<file path="config.mk">
export PLATFORM = sky130hd
export DESIGN_NAME = pipe_stage_reg
export DESIGN_NICKNAME = d
export VERILOG_FILES = /design/src/rtl/pipe_stage_reg_pkg.sv /design/src/rtl/pipe_stage_reg_sat_counter.sv /design/src/rtl/pipe_stage_reg.sv
export SDC_FILE = /design/constraint.sdc
export NUM_CORES = 1
export LEC_CHECK = 0
export ABC_CLOCK_PERIOD_IN_PS = 1800
export CAP_MARGIN = 20
export CORE_MARGIN = 2
export CORE_UTILIZATION = 43
export DETAILED_ROUTE_END_ITERATION = 6
export PLACE_DENSITY = 0.76
export SLEW_MARGIN = 40
export SYNTH_ARGS = -nofsm -noshare
export SYNTH_HDL_FRONTEND = slang
export SYNTH_HIERARCHICAL = 1
export SYNTH_SLANG_ARGS = --single-unit
</file>
<file path="constraint.sdc">
create_clock -name clk -period 1.8 [get_ports clk]
set_clock_uncertainty 0.1 [all_clocks]
set_input_delay 0.36 -clock clk [delete_from_list [all_inputs] [get_ports clk]]
set_output_delay 0.36 -clock clk [all_outputs]
set_load 0.01 [all_outputs]
</file>
<file path="src/rtl/pipe_stage_reg_pkg.sv">
// rtl/pipe_stage_reg_pkg.sv - shared types and constants for pipeline stage registers
package pipe_stage_reg_pkg;

    typedef enum logic [1:0] {
        ST_EMPTY = 2'd0,
        ST_FULL  = 2'd1,
        ST_SKID  = 2'd2
    } state_e;

    localparam int PSR_DATA_W_DEF = 128;
    localparam int PSR_CNT_W_DEF  = 16;
    localparam logic [PSR_DATA_W_DEF-1:0] PSR_NOP = '0;

    // ID/EX payload field LSB positions, packed by the instantiating stage
    localparam int IDEX_ALUOP_LSB      = 0;
    localparam int IDEX_ALUSEL_LSB     = 8;
    localparam int IDEX_REG1_LSB       = 11;
    localparam int IDEX_REG2_LSB       = 43;
    localparam int IDEX_WD_LSB         = 75;
    localparam int IDEX_WREG_LSB       = 80;
    localparam int IDEX_LINK_ADDR_LSB  = 81;
    localparam int IDEX_IN_DSLOT_LSB   = 113;
    localparam int IDEX_NEXT_DSLOT_LSB = 114;

    function automatic logic [1:0] state_occ(input state_e s);
        return {s == ST_SKID, s == ST_FULL};
    endfunction

endpackage

</file>
<file path="src/rtl/pipe_stage_reg_sat_counter.sv">
// rtl/pipe_stage_reg_sat_counter.sv - saturating event counter
module pipe_stage_reg_sat_counter #(
    parameter int CNT_W = 16
) (
    input  logic             clk,
    input  logic             rst,
    input  logic             inc,
    output logic [CNT_W-1:0] cnt
);

    logic [CNT_W-1:0] cnt_q, cnt_d;

    always_comb begin
        cnt_d = cnt_q;
        if (inc && (cnt_q != {CNT_W{1'b1}})) begin
            cnt_d = cnt_q + 1'b1;
        end
    end

    always_ff @(posedge clk) begin
        if (rst) begin
            cnt_q <= '0;
        end else begin
            cnt_q <= cnt_d;
        end
    end

    assign cnt = cnt_q;

endmodule

</file>
<file path="src/rtl/pipe_stage_reg.sv">
// rtl/pipe_stage_reg.sv - valid/ready pipeline stage register with optional skid entry
module pipe_stage_reg
    import pipe_stage_reg_pkg::*;
#(
    parameter int                DATA_W    = PSR_DATA_W_DEF,
    parameter bit                SKID      = 1'b1,
    parameter logic [DATA_W-1:0] NOP_VALUE = '0,
    parameter int                CNT_W     = PSR_CNT_W_DEF
) (
    input  logic              clk,
    input  logic              rst,
    input  logic              flush,
    input  logic              in_valid,
    output logic              in_ready,
    input  logic [DATA_W-1:0] in_data,
    output logic              out_valid,
    input  logic              out_ready,
    output logic [DATA_W-1:0] out_data,
    output logic [1:0]        occupancy,
    output logic [CNT_W-1:0]  bubble_cnt,
    output logic [CNT_W-1:0]  stall_cnt
);

    state_e            state_q, state_d;
    logic [DATA_W-1:0] main_q, main_d;
    logic [DATA_W-1:0] skid_q;
    logic              in_fire, out_fire;
    logic              bubble_inc, stall_inc;

    assign out_valid = (state_q != ST_EMPTY);
    assign out_data  = main_q;
    assign occupancy = state_occ(state_q);
    assign in_fire   = in_valid && in_ready;
    assign out_fire  = out_valid && out_ready;

    generate
        if (SKID) begin : g_skid
            logic [DATA_W-1:0] skid_r_q, skid_r_d;

            // Registered ready: the skid entry absorbs the word accepted while downstream stalls
            assign in_ready = (state_q != ST_SKID);
            assign skid_q   = skid_r_q;

            always_comb begin
                skid_r_d = skid_r_q;
                if (flush) begin
                    skid_r_d = NOP_VALUE;
                end else if ((state_q == ST_FULL) && in_fire && !out_fire) begin
                    skid_r_d = in_data;
                end else if ((state_q == ST_SKID) && out_fire) begin
                    skid_r_d = NOP_VALUE;
                end
            end

            always_ff @(posedge clk) begin
                if (rst) begin
                    skid_r_q <= NOP_VALUE;
                end else begin
                    skid_r_q <= skid_r_d;
                end
            end
        end else begin : g_no_skid
            assign in_ready = !out_valid || out_ready;
            assign skid_q   = NOP_VALUE;
        end
    endgenerate

    always_comb begin
        state_d = state_q;
        main_d  = main_q;
        if (flush) begin
            state_d = ST_EMPTY;
            main_d  = NOP_VALUE;
        end else begin
            case (state_q)
                ST_EMPTY: begin
                    if (in_fire) begin
                        state_d = ST_FULL;
                        main_d  = in_data;
                    end
                end
                ST_FULL: begin
                    if (in_fire && out_fire) begin
                        main_d = in_data;
                    end else if (out_fire) begin
                        state_d = ST_EMPTY;
                        main_d  = NOP_VALUE;
                    end else if (in_fire) begin
                        state_d = ST_SKID;
                    end
                end
                ST_SKID: begin
                    if (out_fire) begin
                        state_d = ST_FULL;
                        main_d  = skid_q;
                    end
                end
                default: begin
                    state_d = ST_EMPTY;
                    main_d  = NOP_VALUE;
                end
            endcase
        end
    end

    always_ff @(posedge clk) begin
        if (rst) begin
            state_q <= ST_EMPTY;
            main_q  <= NOP_VALUE;
        end else begin
            state_q <= state_d;
            main_q  <= main_d;
        end
    end

    assign bubble_inc = !out_valid && out_ready;
    assign stall_inc  = out_valid && !out_ready;

    pipe_stage_reg_sat_counter #(.CNT_W(CNT_W)) u_bubble_cnt (
        .clk (clk),
        .rst (rst),
        .inc (bubble_inc),
        .cnt (bubble_cnt)
    );

    pipe_stage_reg_sat_counter #(.CNT_W(CNT_W)) u_stall_cnt (
        .clk (clk),
        .rst (rst),
        .inc (stall_inc),
        .cnt (stall_cnt)
    );

endmodule

</file>
# Word-level counts from Yosys, hierarchy flattened
# Cells that the tools add are included.
[word_totals]
ff_bits = 290
[classes]
n_addsub = 2
eq_ne = 10
n_reduce_logical = 19
muxes = 13
[op_table]
columns = ["op", "count"]
rows = [
  ["$mux 128", 6],
  ["$pmux 128 s3", 1],
  ["$add 16x1->16 const B", 2],
  ["$ne 16x16->1 const B", 2],
  ["$logic_and 1x1->1", 10],
  ["$mux 2", 5],
  ["$ne 2x2->1 const B", 3],
  ["$ne 3x1->1 const B", 2],
  ["$pmux 2 s3", 1],
  ["$reduce_and 4->1", 1],
  ["$reduce_bool 2->1", 2],
  ["$logic_not 1->1", 3],
  ["$reduce_and 3->1", 1],
  ["$eq 2x1->1 const B", 1],
  ["$eq 2x2->1 const B", 1],
  ["$logic_not 2->1", 1],
  ["$ne 2x1->1 const B", 1],
  ["$reduce_or 2->1", 1],
]

# Longest topological paths before layout
[logic_depth]
word_depth = 6
depth_mapped = 7
mapped_depth_nobuf = 6

# Hierarchy
# The synthesis kept the hierarchy.
[modules_own_cells]
columns = ["mod", "n_inst", "area_each_um2", "cells_each", "seq_area_each_um2"]
rows = [
  ["pipe_stage_reg", 1, 9127.5, 750, 5165.0],
  ["pipe_stage_reg_sat_counter", 2, 848.3, 99, 320.3],
]

# Worst setup path before layout
# No wires, ideal clock.
[synth_timing]
kind = "flip-flop to flip-flop"
start = "register state_q[1]"
end = "register u_bubble_cnt.cnt_q[7] (netlist: u_bubble_cnt/cnt[7])"
path_stages_with_launch = 8
synth_period_minus_slack_ps = 2050
t_required_ps = 1630
setup_ps = 70
path_slack_ps = -250
arrival_ps = 1879
path_cell_list = "dfxtp_1 -> buf_6 -> or2_2 -> nor2_1 -> nand2_1 -> clkbuf_1 -> or4_1 -> a21oi_1"
[synth_between]
elab_chain_cells = 4
[synth_lines]
columns = ["item", "line", "source"]
rows = [
  ["start, declared", "pipe_stage_reg.sv:24", "state_e state_q, state_d;"],
  ["start signal, assigned", "pipe_stage_reg.sv:111", "state_q <= state_d;"],
  ["$reduce_bool 2->1", "pipe_stage_reg.sv:30", "assign out_valid = (state_q != ST_EMPTY);"],
  ["named net out_valid", "pipe_stage_reg.sv:16", "output logic out_valid,"],
  ["$logic_not 1->1", "pipe_stage_reg.sv:116", "assign bubble_inc = !out_valid && out_ready;"],
  ["$logic_and 1x1->1", "pipe_stage_reg.sv:116", ""],
  ["named net bubble_inc", "pipe_stage_reg.sv:28", "logic bubble_inc, stall_inc;"],
  ["$logic_and 1x1->1", "pipe_stage_reg_sat_counter.sv:15", "if (inc && (cnt_q != {CNT_W{1'b1}})) begin"],
  ["end signal, assigned", "pipe_stage_reg_sat_counter.sv:24", "cnt_q <= cnt_d;"],
  ["end, declared", "pipe_stage_reg_sat_counter.sv:11", "logic [CNT_W-1:0] cnt_q, cnt_d;"],
]
# The timed path passes the listed nets, and every way through them passes these cells.
# A chain may end at the register's enable or synchronous reset.

# Worst setup path after layout
[layout_timing]
start = "register state_q[0]"
end = "register u_bubble_cnt.cnt_q[6] (netlist: u_bubble_cnt/cnt[6])"
[layout_between]
elab_chain_cells = 4
[layout_lines]
columns = ["item", "line"]
rows = [
  ["$reduce_bool 2->1", "pipe_stage_reg.sv:30"],
  ["$logic_not 1->1", "pipe_stage_reg.sv:116"],
  ["$logic_and 1x1->1", "pipe_stage_reg.sv:116"],
  ["named net bubble_inc", "pipe_stage_reg.sv:28"],
  ["$logic_and 1x1->1", "pipe_stage_reg_sat_counter.sv:15"],
]
# The timed path passes the listed nets, and every way through them passes these cells.

==> flow_summary.ini <==
[worst_setup_path]
path_class = reg2reg
slowest_delay_ns = 0.37
critical_path_depth = 7
crit_chain = or2_4, buf_6, nor2_4, and4_4, o41ai_4, or3_1, a21oi_2
worstPathArrival_ns = 2.25
crit_path_end = u_bubble_cnt/cnt[6]$_SDFFE_PP0P_
reg2reg_slack_ns = -0.09
cp_num_buf_inv = 1
timing.rr.start = state_q[0]$_SDFFE_PP0P_
crit_fanout = 8
path_delay_family = simple AND/OR/NAND/NOR gates
end_kind = flip-flop
required_ns = 2.17
startpoint_type = flip-flop
cp_slowest_cell = dfxtp_4
r2r_end = u_bubble_cnt/cnt[6]$_SDFFE_PP0P_
crit_start = state_q[0]$_SDFFE_PP0P_
rr_worst_depth = 7

[floorplan]
die_w_um = 163
die_area_um2 = 26500
start_util_pct = 43.4
pin_count = 297
die_h_um = 163
core_um2 = 25000
rows = 58

[outcome]
violations = setup timing
status = complete, but fails checks

[synth]
synth_cell_types = 44
synth_warnings = 6
synthCells = 948
synth-adder-area-share_pct = 0.231
avgSynthCellArea_um2 = 11.4
synthFlopType = dfxtp_1
seq_area_frac_synth_pct = 53.6
ys_async_sr_fraction_pct = 0
synth_xor_area_share_pct = 0.324
synthMuxAreaShare_pct = 0.682
synth-compound-area-share_pct = 25.2
ys_ff_latch = 290
synthesis.nets = 1083
synth_top_family_by_area = compound AO/OA/AOI/OAI gates
mappedNetlistArea_um2 = 10800
yosys.area_share.simple_pct = 14.0
synth_edf_count = 0

[grt]
antenna_found_initial = 1
grt_overflow = 0
track_usage_pct = 23.4
grt_max_degree = 54
grt_pass1_wl_mm = 50.6
grt_pass1_vias = 9223

[layout]
drive_gt1_share_pct = 18.2
seq_area_um2 = 5840
multi_input_area_um2 = 4570
final_util_pct = 64.8
fin_nets = 1447
area_growth_pct = 49.6
fillCellCount = 1964
finalInstanceArea_um2 = 16200

[sta]
rsz0062_at_grt = true
drv_slew = 0
period_needed_ns = 1.89
hold_viol = 0
max_slew_margin_pct = 63.4
clock.fmax_mhz = 530
setup_viol = 12
fin_ws_ns = -0.0856
tightest_slew_ns = 0.547
fin_crit_sh_pct = 105

[drt]
dr.pass1.iters = 5
avgViaCountPerCell = 5.79
drt-initial-drc-count = 802
antenna_left = 0
routedWlPerCell_um = 20.2
vias = 9635
drt_wl_total_mm = 33.7
drc = 0

[power_and_ir_drop]
ir_worst_vdd_mv = 0.645
total_power_mw = 14.0
p_leak_nw = 7.41
power.density_nw_per_um2 = 867

[cts]
cts_buffers = 29
clock_latency_ns = 0.54
clockRootBuffer = clkbuf_16
clk_path_buf_depth = 3
cts_tree = done
cts_sinks = 290
holdBufCountCts = 0
cts.htree.levels = 1
cts.clk_slew.worst_paths_ns = 0.06

[placement]
place_area_um2 = 14900
io_buffers = 296
routabilityCongestion = 0.838
dpl.hpwl_mm = 21.8

[flow_run]
maxCapViolations = 0

[hold_path]
hp-class = in2reg
-- stage by stage --
| stage | TNS [ns] | hold WS [ns] | worst slack, ns | std cells |
|---|---|---|---|---|
| global placement | -126.21 | 0.352 | -0.484 | 1595 |
| floorplan | 0 | 0.340 | 0.00544 | 948 |
| global route | -2.34 | 0.342 | -0.113 | 1664 |
| CTS | -0.239 | 0.335 | -0.0648 | 1651 |
| finish | -0.348 | 0.352 | -0.0856 | 1664 |
| detailed placement | -131.70 | 0.355 | -0.519 | 1595 |
-- worst min-delay path by stage --
stage               slack (ns)                        startpoint                          endpoint  cells after the start
floorplan                 0.34  g_skid.skid_r_q[59]$_SDFFE_PP0P_  g_skid.skid_r_q[59]$_SDFFE_PP0P_                      1
global placement          0.35  g_skid.skid_r_q[53]$_SDFFE_PP0P_  g_skid.skid_r_q[53]$_SDFFE_PP0P_                      1
detailed placement        0.35  g_skid.skid_r_q[50]$_SDFFE_PP0P_  g_skid.skid_r_q[50]$_SDFFE_PP0P_                      1
CTS                       0.34                       in_data[34]  g_skid.skid_r_q[34]$_SDFFE_PP0P_                      2
global route              0.34                        in_data[6]   g_skid.skid_r_q[6]$_SDFFE_PP0P_                      2
finish                    0.35                       in_data[43]  g_skid.skid_r_q[43]$_SDFFE_PP0P_                      2
-- sequential cells by signal, summed over array words and instances, names as in the netlist --
name,count
g_skid.skid_r_q,128
out_data,128
u_bubble_cnt/cnt,16
u_stall_cnt/cnt,16
state_q,2
-- final cells by class --
type | count | area share [%]
multi-input combinational | 557 | 28.2
sequential | 290 | 36.1
inverter | 8 | 0.186
tap | 330 | 2.55
antenna | 1 | 0.0155
timing repair buffer | 426 | 27.0
clock buffer | 41 | 5.01
clock inverter | 11 | 1.01
-- routing by layer --
metal / share of wire, % / wire length [µm] / vias to the layer above / GRT usage, %
met4: 1.6 / 552 / 0 / 5.63
met2: 47 / 15900 / 411 / 39.0
met1: 42 / 14300 / 4666 / 30.8
met3: 8.7 / 2940 / 40 / 5.37
met5: 0 / 0 / - / 0
li1: - / - / 4518 / -
-- placed cells by master, fill, tap and decap left out, types with 3 or more instances in the layout --
cell type / count
dfxtp_1: 267
dlygate4sd2_1: 153
clkdlybuf4s50_1: 132
and3_1: 129
a22o_1: 128
a221o_1: 128
buf_4: 75
clkbuf_16: 38
buf_12: 32
dfxtp_2: 21
a21oi_1: 19
buf_6: 18
o31ai_1: 13
or4_1: 12
nor2_1: 11
nand3_1: 10
nand2_1: 10
or3_1: 8
clkbuf_1: 8
o21ai_0: 8
inv_1: 7
clkdlybuf4s15_1: 7
nor3_1: 7
nor2b_1: 6
nand4_1: 6
and4_1: 5
mux2i_1: 4
clkbuf_8: 4
bufinv_16: 4
clkinv_2: 4
nor2_4: 3
nand3b_1: 3
nand2_2: 3
nor4_2: 3
xnor2_1: 3
-- repair_timing --
| item | CTS | global route |
|---|---|---|
| gates cloned | 0 | 9 |
| setup endpoints to repair | 334 | 175 |
| pin swaps | 21 | 6 |
| resized for setup | 223 | 37 |
| setup buffers | 4 | 4 |
-- Yosys cell counts, types with 11 or more instances --
| cell type | n | area, µm² |
|---|---|---|
| nand3_1 | 12 | 60.1 |
| buf_2 | 29 | 145 |
| or4_1 | 14 | 105 |
| a21oi_1 | 21 | 105 |
| a221o_1 | 128 | 1280 |
| o31ai_1 | 13 | 97.6 |
| a22o_1 | 128 | 1120 |
| nand2_1 | 12 | 45.0 |
| clkbuf_1 | 42 | 158 |
| dfxtp_1 | 290 | 5810 |
| and3_1 | 129 | 807 |
| nor2_1 | 15 | 56.3 |
| buf_12 | 11 | 220 |
-- logic make-up (layout without fill, tap and decap cells) --
group	Yosys count	in the layout
multiplexers	7	7
AO/OA/AOI/OAI	306	306
flip-flops	290	290
XOR/XNOR	4	4
other	0	1
adder cells (fa/ha/maj)	2	2
AND/OR/NAND/NOR	238	238
buffers and inverters	101	486
-- where the power goes --
part | internal (mW) | leakage (nW) | switching (mW)
Combinational | 0.683 | 4.57 | 0.554
Sequential | 6.54 | 2.36 | 0.0735
Clock | 3.70 | 0.473 | 2.48
No activity file was read; power rests on OpenSTA's default activity.
